<file path="src/rtl/lsu_ctrl.sv">
// lsu_ctrl: RV32I load/store sequencer driving a req/gnt/rvalid data-memory port.
// Checks funct3 legality and alignment, builds byte enables and lane data, extends loads.
`default_nettype none

module lsu_ctrl #(
    parameter int TIMEOUT_CYCLES = 255
) (
    input  logic        clk,
    input  logic        rst_n,
    input  logic        start_i,
    input  logic        is_store_i,
    input  logic [2:0]  funct3_i,
    input  logic [31:0] addr_i,
    input  logic [31:0] wdata_i,
    output logic        stall_o,
    output logic        done_o,
    output logic [31:0] rdata_o,
    output logic        fault_o,
    output logic [1:0]  fault_cause_o,
    output logic        mem_req_o,
    output logic        mem_we_o,
    output logic [31:0] mem_addr_o,
    output logic [3:0]  mem_be_o,
    output logic [31:0] mem_wdata_o,
    input  logic        mem_gnt_i,
    input  logic        mem_rvalid_i,
    input  logic [31:0] mem_rdata_i
);

    localparam logic [2:0] IDLE = 3'd0;
    localparam logic [2:0] REQ  = 3'd1;
    localparam logic [2:0] RESP = 3'd2;
    localparam logic [2:0] DONE = 3'd3;
    localparam logic [2:0] ERR  = 3'd4;

    localparam logic [1:0]  CAUSE_MISALIGN = 2'b01;
    localparam logic [1:0]  CAUSE_ILLEGAL  = 2'b10;
    localparam logic [1:0]  CAUSE_TIMEOUT  = 2'b11;
    localparam logic [15:0] CNT_LAST       = 16'(TIMEOUT_CYCLES - 1);

    logic [2:0]  state, state_next;
    logic [15:0] count;
    logic [2:0]  funct3;
    logic [1:0]  offset;
    logic        legal, misaligned, timeout_hit;
    logic [3:0]  be_calc;
    logic [31:0] wdata_calc, load_shift, load_ext;

    // Decode of the incoming operation; only consumed in IDLE on start_i.
    always_comb begin
        legal      = 1'b0;
        misaligned = 1'b0;
        be_calc    = 4'b1111;
        wdata_calc = wdata_i;
        case (funct3_i)
            3'b000, 3'b001, 3'b010: legal = 1'b1;
            3'b100, 3'b101:         legal = !is_store_i;
            default:                legal = 1'b0;
        endcase
        case (funct3_i[1:0])
            2'b00: begin
                be_calc    = 4'b0001 << addr_i[1:0];
                wdata_calc = {4{wdata_i[7:0]}};
            end
            2'b01: begin
                misaligned = addr_i[0];
                be_calc    = 4'b0011 << {addr_i[1], 1'b0};
                wdata_calc = {2{wdata_i[15:0]}};
            end
            default: misaligned = (addr_i[1:0] != 2'b00);
        endcase
    end

    always_comb begin
        load_shift = mem_rdata_i >> {offset, 3'b000};
        case (funct3)
            3'b000:  load_ext = {{24{load_shift[7]}}, load_shift[7:0]};
            3'b100:  load_ext = {24'd0, load_shift[7:0]};
            3'b001:  load_ext = {{16{load_shift[15]}}, load_shift[15:0]};
            3'b101:  load_ext = {16'd0, load_shift[15:0]};
            default: load_ext = load_shift;
        endcase
    end

    assign timeout_hit = (count == CNT_LAST);

    always_ff @(posedge clk or negedge rst_n) begin
        if (!rst_n) state <= IDLE;
        else        state <= state_next;
    end

    // A grant or response in the timeout cycle still completes the access.
    always_comb begin
        state_next = state;
        case (state)
            IDLE: if (start_i) state_next = (!legal || misaligned) ? ERR : REQ;
            REQ:  if (mem_gnt_i) state_next = RESP;
                  else if (timeout_hit) state_next = ERR;
            RESP: if (mem_rvalid_i) state_next = DONE;
                  else if (timeout_hit) state_next = ERR;
            DONE:    state_next = IDLE;
            ERR:     state_next = IDLE;
            default: state_next = IDLE;
        endcase
    end

    always_comb begin
        mem_req_o = (state == REQ);
        done_o    = (state == DONE);
        fault_o   = (state == ERR);
        stall_o   = start_i | (state == REQ) | (state == RESP);
    end

    always_ff @(posedge clk or negedge rst_n) begin
        if (!rst_n) begin
            count         <= '0;
            funct3        <= '0;
            offset        <= '0;
            rdata_o       <= '0;
            fault_cause_o <= '0;
            mem_we_o      <= 1'b0;
            mem_addr_o    <= '0;
            mem_be_o      <= '0;
            mem_wdata_o   <= '0;
        end else begin
            if (state == IDLE) begin
                count <= '0;
                if (start_i) begin
                    funct3      <= funct3_i;
                    offset      <= addr_i[1:0];
                    mem_we_o    <= is_store_i;
                    mem_addr_o  <= {addr_i[31:2], 2'b00};
                    mem_be_o    <= be_calc;
                    mem_wdata_o <= wdata_calc;
                    if (!legal)          fault_cause_o <= CAUSE_ILLEGAL;
                    else if (misaligned) fault_cause_o <= CAUSE_MISALIGN;
                end
            end else if (state == REQ || state == RESP) begin
                count <= count + 16'd1;
                if (state_next == ERR) fault_cause_o <= CAUSE_TIMEOUT;
            end
            if (state == RESP && mem_rvalid_i && !mem_we_o) rdata_o <= load_ext;
        end
    end

endmodule

`default_nettype wire

</file>
<file path="config.mk">
export PLATFORM = sky130hd
export DESIGN_NAME = lsu_ctrl
export DESIGN_NICKNAME = d
export VERILOG_FILES = /design/src/rtl/lsu_ctrl.sv
export SDC_FILE = /design/constraint.sdc
export NUM_CORES = 1
export LEC_CHECK = 0
export CAP_MARGIN = 20
export CELL_PAD_IN_SITES_DETAIL_PLACEMENT = 0
export CELL_PAD_IN_SITES_GLOBAL_PLACEMENT = 1
export CORE_UTILIZATION = 34
export DETAILED_ROUTE_END_ITERATION = 16
export PLACE_DENSITY_LB_ADDON = 0.1
export SLEW_MARGIN = 25
export SYNTH_ARGS = -nofsm -noshare
export SYNTH_HDL_FRONTEND = slang
export SYNTH_SLANG_ARGS = --single-unit
</file>
<file path="constraint.sdc">
create_clock -name clk -period 2.13 [get_ports clk]
set_input_delay 0.5325 -clock clk [delete_from_list [all_inputs] [get_ports clk]]
set_output_delay 0.5325 -clock clk [all_outputs]
set_load 0.01 [all_outputs]
</file>
# ---- Word level (Yosys, flattened, before mapping)
# Cells that the tools add are included.
dict set report totals {
  register_bits 125
  latch_bits 0
  ramBits 0
  mem_bits_ro 0
  output_inout_bits 107
  mem_count 0
}
dict set report classes {
  n_addsub 1
  mul 0
  n_div 0
  n_lt_le_gt_ge 0
  eq_ne 16
  shift 3
  mux 19
  bitwise 2
  n_reduce_logical 18
}
# op count
set op_table {}
lappend op_table {{32-bit one-hot mux with 4 select lines} 1}
lappend op_table {{32-bit one-hot mux with 2 select lines} 1}
lappend op_table {{16-bit two-way mux} 2}
lappend op_table {{32-bit by 5-bit >> shifter with 32-bit output} 1}
lappend op_table {{3-bit equality test, second input constant} 6}
lappend op_table {{16-bit by 1-bit adder with 16-bit output, second input constant} 1}
lappend op_table {{16-bit by 8-bit equality test with 1-bit output, second input constant} 1}
lappend op_table {{3-bit two-way mux} 5}
lappend op_table {{2-bit two-way mux} 6}
lappend op_table {{3-bit by 1-bit equality test with 1-bit output, second input constant} 3}
lappend op_table {{3-bit by 2-bit equality test with 1-bit output, second input constant} 3}
lappend op_table {{3-bit logical NOT} 3}
lappend op_table {{3-bit one-hot mux with 3 select lines} 1}
lappend op_table {{4-bit one-hot mux with 2 select lines} 1}
lappend op_table {{2-bit nonzero test} 3}
lappend op_table {{1-bit one-hot mux with 2 select lines} 2}
lappend op_table {{4-bit AND reduction} 1}
lappend op_table {{1-bit by 2-bit left shift with 4-bit output, first input constant} 1}
lappend op_table {{2-bit by 2-bit left shift with 4-bit output, first input constant} 1}
lappend op_table {{1-bit logical NOT} 3}
lappend op_table {{3-bit != test, second input constant} 1}
lappend op_table {{3-bit OR reduction} 1}
lappend op_table {{2-bit by 1-bit equality test with 1-bit output, second input constant} 1}
lappend op_table {{1-bit logical AND} 2}
lappend op_table {{6 further kinds} 8}

# ---- Logic depth before layout (Yosys ltp)
# Gate-level depths: netlist of run 1.
dict set report depth {
  word_depth 12
  mapped_depth 7
  depth_no_buf 6
}

# ---- Worst setup path after synthesis of run 1
# OpenSTA, ideal clock, no wires.
dict set report synth_timing {
  path_type {reg-to-output}
  from {register state[2]}
  to {output fault_o}
  arrival_ns 1.301
  required_time_ns 1.597
  slack_ns 0.296
  path_stages_with_launch 4
  path_buffers 2
  path_cell_list {dfrtp_1 clkbuf_1 clkbuf_1 nor3b_1}
}
dict set report synth_between {
  elab_chain_len 1
}
# element line
set synth_rtl {}
lappend synth_rtl {{start, declared} 41} ;# logic [2:0] state, state_next;
lappend synth_rtl {{start signal, assigned} 89} ;# else state <= state_next;
lappend synth_rtl {{3-bit equality test} 110} ;# fault_o = (state == ERR);
lappend synth_rtl {{end, declared} 18} ;# output logic fault_o,
# Every way passes these cells.

# ---- Final worst setup path of run 1
dict set report layout_timing {
  from {register state[1]}
  to {register count[15]}
}
dict set report layout_between {
  elab_chain_len 3
  elab_cells_between_ends 6
}
# element line
set layout_rtl {}
lappend layout_rtl {{3-bit by 1-bit equality test with 1-bit output / 3-bit by 2-bit equality test with 1-bit output (equally long branches)} 138} ;# end else if (state == REQ || state == RESP) begin
lappend layout_rtl {{1-bit logical OR} 138}
lappend layout_rtl {{2-bit nonzero test (no line)} -}
lappend layout_rtl {{end signal, assigned} 139} ;# count <= count + 16'd1;
lappend layout_rtl {{end, declared} 42} ;# logic [15:0] count;
# Several ways; a longest one is shown, not always the timed one.
# A chain may end at the register's enable or synchronous reset.

==> results by group, run 1 <==
Run status
  – Status: finished, final reports clean

Floorplanning
  – Chip width: 134.9 um
  – Num rows: 48
  – Die Height: 134.9 um
  – Die area: 0.01820 mm2
  – # IOs: 212
  – Core area: 0.01730 mm2
  – Initial Util: 0.3473

STA
  – RSZ-0062 raised after global routing: no
  – Fmax: 0.4851 GHz
  – Final Skew: 0.005621 ns
  – Worst-margin pin slew: 0.5901 ns
  – Slew headroom: 0.6058
  – Setup Viol. Count Final: 0
  – Fin. Hold Viols: 0
  – Minimum clock period: 2.061 ns
  – Slew Viols, Final: 0
  – Final period utilization: 0.9677
  – Setup ws final: 0.06878 ns

Power
  – Lkg Pwr: 3.875 nW
  – Max VDD drop: 911.8 uV
  – Pwr Total: 12.98 mW
  – PwrDens: 1403 mW/mm2

Drt
  – DRT Pass-1 Iters: 4
  – DR iter-0 viols: 250
  – # DRC: 0
  – Vias: 5,095
  – WL final: 16,780 um
  – Routed Antenna Nets: 0
  – Number of vias per cell: 4.966
  – Drt wl/cell: 16.35 um

Layout
  – Final net count: 895
  – Area Overhead vs Synth: 53.95%
  – Final non-filler cell total: 1,026
  – Layout fillers: 1,553
  – # diodes: 0
  – Share of layout cells above drive strength 1: 0.1685
  – Fin util: 0.5347

Global route
  – Initial antenna violation count: 0
  – Largest net degree at the start of global routing: 70
  – Vias in the first global route: 5,055
  – First-pass GRT wire length: 26,500 um
  – GRT overflow: 0
  – Total track usage: 0.1893

Critical path
  – WS Path Type: register to register
  – Max Fanout on Critical Path: 8
  – Worst path arrival time: 2.41 ns
  – Setup crit end kind: register
  – Worst Path Required: 2.48 ns
  – Startpoint Class: register

Synthesis
  – Synth Instances: 561
  – Syn Area/Cell: 10.71 um2
  – Library cells used by synthesis: 54
  – Async set-or-reset flop fraction in the synthesized netlist: 1.000
  – YS warnings: 0
  – Top FF cell, synth: dfrtp_1
  – Synthesis-stage register bit count: 125
  – Post-synth EDFFs: 0
  – Synthesized cell area: 0.006007 mm2
  – Sequential share of the synthesized area: 0.5207

Clock tree
  – Post-CTS Hold Fix Bufs: 0
  – Clock Tree Buf Depth: 2
  – CTS Buf Count: 17
  – Clock Sinks: 125
  – H-Tree Depth: 4
  – CTS tree: yes
  – Clock Latency Late Sink: 0.41 ns
  – Clk slew on worst S/H paths: 0.06 ns
  – Root Buffer: clkbuf_16

Place
  – Place WS: -0.2846 ns
  – RePlAce Congestion: 0.8370
  – DP Cell Count: 990
  – Number of port buffers: 209
  – Detail Placement HPWL: 12,380 um

Hold path
  – HP Class: primary input to async pin

Flow run
  – Max-cap violations: 0
state kept, by name (all words and copies together), names as in the netlist:
name	cells
mem_wdata_o	32
rdata_o	32
mem_addr_o	30
count	16
mem_be_o	4
funct3	3
state	3
fault_cause_o	2
offset	2
mem_we_o	1
metal layers:
metal | vias to the layer above | GRT usage | part of all wire
met5 | - | 0 | 0
met4 | 0 | 0.05743 | 0.014
met3 | 18 | 0.07357 | 0.090
met2 | 190 | 0.2958 | 0.45
met1 | 2423 | 0.2413 | 0.45
li1 | 2464 | - | -
what timing repair did:
item / 4_1_cts / 5_1_grt
buffers inserted: 4 / 0
gates resized for setup: 7 / 2
pin swaps: 0 / 0
setup endpoints to repair: 4 / 2
logic make-up after synthesis:
logic type	Yosys count	synth area share
flops	125	0.5207
other cells	1	0.0006243
simple gates	172	0.1396
buf+inv	45	0.03228
mux	89	0.1625
xor+xnor	8	0.01166
compound gates	118	0.1268
fa+ha+maj	3	0.005832
Yosys cell counts, drive strengths merged (4+ instances only):
cell	number	area (um2)
a211oi	8	60.06
a21oi	36	180.2
and2	9	56.30
buf	15	81.32
clkbuf	27	101.4
dfrtp	125	3128
mux2	48	540.5
mux2i	39	390.4
nand2	64	240.2
nand2b	5	31.28
nand3	5	25.02
nand4	4	25.02
nor2	42	157.7
nor2b	8	50.05
nor3	10	50.05
o211ai	4	30.03
o21ai	34	173.9
o22a	16	140.1
o2bb2ai	7	61.31
or4	5	41.29
xnor2	5	43.79
area by class of cell:
class,instances,area [um2],area share
clock buffer,19,452.9,0.04898
timing repair buffer,249,2447,0.2646
tap,225,281.5,0.03044
sequential,125,3132,0.3387
clock inverter,13,211.5,0.02287
multi-input combinational,392,2711,0.2932
inverter,3,11.26,0.001218
where the power goes:
| group | internal [mW] | switching, mW | total [mW] | leakage [nW] |
|---|---|---|---|---|
| registers | 3.43 | 0.672 | 4.10 | 1.52 |
| clock network | 2.14 | 1.08 | 3.23 | 0.312 |
| logic | 3.24 | 2.41 | 5.65 | 2.04 |
worst max-delay path, stage by stage (launching register included):
cell	delay [ns]
dfrtp_2	0.44
buf_4	0.18
a21o_4	0.23
or4_4	0.56
or4_4	0.49
nand2_1	0.09
final timing paths:
check | startpoint | endpoint | slack [ns] | cells after the start
max | state[1]$_DFF_PN0_ | count[15]$_DFFE_PN0P_ | 0.07 | 5
min | rst_n | mem_addr_o[10]$_DFFE_PN0P_ | 0.05 | 1
max reg2reg | state[1]$_DFF_PN0_ | count[15]$_DFFE_PN0P_ | 0.07 | 5
min reg2reg | mem_wdata_o[31]$_DFFE_PN0P_ | mem_wdata_o[31]$_DFFE_PN0P_ | 0.48 | 2
max in group asynchronous | rst_n | state[2]$_DFF_PN0_ | 1.34 | 2
min in group clk | mem_wdata_o[31]$_DFFE_PN0P_ | mem_wdata_o[31]$_DFFE_PN0P_ | 0.48 | 2
stage by stage:
stage | instance area, um2 | setup TNS [ns] | hold slack, ns
final | 9248 | 0 | 0.05109
after global routing | 9248 | 0 | 0.06915
after CTS | 9236 | 0 | 0.05196
after detailed placement | 8543 | -9.111 | 0.4693
after global placement | 8543 | -7.015 | 0.4632
after floorplan | 6011 | 0 | 0.2369
cells in the final DEF (no fill, tap or decap), types with 5 or more instances in the layout:
| cell type | count |
|---|---|
| clkdlybuf4s50_1 | 204 |
| clkbuf_16 | 17 |
| mux2i_1 | 39 |
| and2_1 | 9 |
| buf_4 | 36 |
| buf_12 | 5 |
| nor2_1 | 41 |
| nand2_1 | 64 |
| xnor2_1 | 5 |
| o21ai_0 | 32 |
| o2bb2ai_1 | 7 |
| nand2b_1 | 5 |
| nand3_1 | 5 |
| a211oi_1 | 8 |
| nor2b_1 | 8 |
| o22a_1 | 16 |
| a21oi_1 | 36 |
| bufinv_16 | 5 |
| dfrtp_1 | 122 |
| nor3_1 | 10 |
| mux2_2 | 48 |
Power figures use the tool's default switching activity.
==> inputs of run 2 (changes only) <==
Settings changed: CORE_ASPECT_RATIO set to 0.75.
==> results by group, run 2 (synthesis results as in run 1) <==
STA
  – Minimum clock period: 2.030 ns (-0.03087 ns)
  – Worst-margin pin slew: 0.6508 ns (+0.06072 ns)
  – Slew headroom: 0.5621 (-0.04367)
  – Fin. Hold Viols: 0 (unchanged)
  – RSZ-0062 raised after global routing: no
  – Final period utilization: 0.9532 (-0.01449)
  – Slew Viols, Final: 0 (unchanged)
  – Final Skew: 0.006859 ns (+0.001238 ns)
  – Setup Viol. Count Final: 0 (unchanged)
  – Fmax: 0.4925 GHz (+1.5%)

Place
  – Number of port buffers: 209 (unchanged)
  – Post-DP Area: 0.008581 mm2 (+0.44%)
  – Detail Placement HPWL: 12,370 um (about the same)
  – RePlAce Congestion: 0.8524 (+1.8%)

Critical path
  – Max Fanout on Critical Path: 8 (unchanged)
  – Worst Path Required: 2.48 ns (about the same)
  – CP cell instances: buf_4 -> a21o_4 -> or4_4 -> or4_1 -> nand2_1
  – Worst path arrival time: 2.38 ns (-0.03 ns)
  – Setup crit end kind: register
  – Startpoint Class: register
  – CP max-delay cell: or4_4
  – CP max stage delay: 0.55 ns (about the same)
  – Critical path buffers and inverters: 1 (unchanged)
  – WS Path Type: register to register
  – CP top delay family: simple AND/OR/NAND/NOR gates

Global route
  – Total track usage: 0.1956 (+0.006237)
  – GRT overflow: 0 (unchanged)
  – Vias in the first global route: 5,282 (+4.5%)
  – Initial antenna violation count: 0 (unchanged)
  – First-pass GRT wire length: 27,380 um (+3.3%)
  – Largest net degree at the start of global routing: 70 (unchanged)

Drt
  – Routed wl met2: 7495 um (-0.25%)
  – Drt wl/cell: 16.26 um (-0.60%)
  – Routed length on met1: 7801 um (+3.8%)
  – Top Metal Used: met4
  – DRT Pass-1 Iters: 7 (+3)
  – DR iter-0 viols: 281 (+12%)
  – Routed Antenna Nets: 0 (unchanged)
  – WL final: 16,920 um (+0.85%)
  – # DRC: 0 (unchanged)
  – Vias: 5,100 (+0.098%)
  – Metal3 WL: 1413 um (-6.7%)
  – Number of vias per cell: 4.899 (-1.3%)

Run status
  – Status: finished, final reports clean

Layout
  – Fin util: 0.5451 (+0.01046)
  – Final net count: 899 (+0.45%)
  – Fin area: 0.009284 mm2 (+0.39%)
  – Most common cell after layout, fill and taps aside: clkdlybuf4s50_1
  – Commonest non-fill, non-tap cells in the layout: 204 x clkdlybuf4s50_1, 122 x dfrtp_1, 64 x nand2_1
  – # diodes: 0 (unchanged)
  – Regs by FF count: mem_wdata_o (32), rdata_o (32), mem_addr_o (30)
  – Share of layout cells above drive strength 1: 0.1702 (+0.001647)
  – Area Overhead vs Synth: 54.55%

Power
  – Clock share of power: 0.244 (-0.005)
  – Internal Dissipation: 8.774 mW (-0.40%)
  – Sequential fraction of design power: 0.314 (-0.002)
  – PwrDens: 1398 mW/mm2 (-0.33%)
  – Lkg Pwr: 3.899 nW (+0.62%)
  – Pwr Total: 12.98 mW (about the same)
  – Comb power frac: 0.443 (+0.008)
  – Max VDD drop: 585.8 uV (-36%)
  – Net Sw Power: 4.210 mW (+1.0%)
  – Switching share of power: 0.3242 (+0.003080)

Clock tree
  – Clock Tree Buf Depth: 2 (unchanged)
  – H-Tree Depth: 4 (unchanged)
  – Clock Latency Late Sink: 0.41 ns (about the same)
  – Root Buffer: clkbuf_16
  – Clk slew on worst S/H paths: 0.06 ns (about the same)
  – CTS Buf Count: 17 (unchanged)
  – CTS tree: yes
  – Clock Sinks: 125 (unchanged)

Floorplanning
  – Chip width: 155.5 um (+15%)
  – Initial Util: 0.3527 (+0.005409)
  – Core area: 0.01703 mm2 (-1.5%)
  – Die Height: 117.1 um (-13%)
  – Die area: 0.01821 mm2 (about the same)
  – Num rows: 41 (-15%)
  – # IOs: 212 (unchanged)

Flow run
  – Max-cap violations: 0 (unchanged)

Hold path
  – HP Class: register to register
## run 2: through the flow
| stage | setup TNS (ns) | worst slack [ns] | hold WS, ns | std cells |
|---|---|---|---|---|
| final | 0 | 0.09964 | 0.4798 | 1041 |
| after global routing | 0 | 0.03228 | 0.5204 | 1041 |
| after CTS | 0 | 0.07684 | 0.4835 | 1041 |
| after detailed placement | -8.214 | -0.2383 | 0.4359 | 1002 |
| after global placement | -6.824 | -0.2226 | 0.4334 | 1002 |
| after floorplan | 0 | 0.2964 | 0.2369 | 562 |
## run 2: path summary, 6_finish.rpt
check                                                  from                     endpoint  slack (ns)  cells after the start
max in group asynchronous                             rst_n           state[0]$_DFF_PN0_        0.95                      3
min in group asynchronous                             rst_n        count[14]$_DFFE_PN0P_        0.57                      2
worst max register to register           state[1]$_DFF_PN0_        count[15]$_DFFE_PN0P_         0.1                      5
worst max-delay path                     state[1]$_DFF_PN0_        count[15]$_DFFE_PN0P_         0.1                      5
worst min register to register  mem_wdata_o[23]$_DFFE_PN0P_  mem_wdata_o[23]$_DFFE_PN0P_        0.48                      2
worst min-delay path            mem_wdata_o[23]$_DFFE_PN0P_  mem_wdata_o[23]$_DFFE_PN0P_        0.48                      2
## run 2: layout make-up
cell class	count	area (um2)
fillers	1509	7747
flip-flops and latches	125	3132
multi-input cells	392	2700
repair buffers	253	2496
clock buffers	20	466.7
well taps	236	295.3
clock inverters	12	182.7
inverters	3	11.26
## run 2: worst reg2reg max path: cells and delay by family, from the launching register on
| family | cells | cell delay (ns) |
|---|---|---|
| flip-flops | 1 | 0.47 |
| AO/OA/AOI/OAI | 1 | 0.22 |
| AND/OR/NAND/NOR | 3 | 1.11 |
| buffers and inverters | 1 | 0.17 |
## run 2: routing by layer
metal	GRT usage	vias to the layer above
met5	0	-
met2	0.2921	162
li1	-	2469
met1	0.2592	2455
met3	0.07658	14
met4	0.06732	0
## run 2: power by group through the flow
stage	combinational, mW	sequential (mW)	clock [mW]
6_report	5.75	4.07	3.16
3_3_place_gp	5.69	4.08	0
4_1_cts	5.82	4.10	3.24
2_1_floorplan	2.29	4.45	0
3_5_place_dp	5.73	4.13	0
5_1_grt	6.23	4.23	3.37
## run 2: what timing repair did
item | in CTS | in global routing
resized for setup | 7 | 0
buffers inserted | 6 | 0
endpoints found under the setup margin | 4 | 0
hold buffers | 1 | 0
hold endpoints to repair | 10 | 0
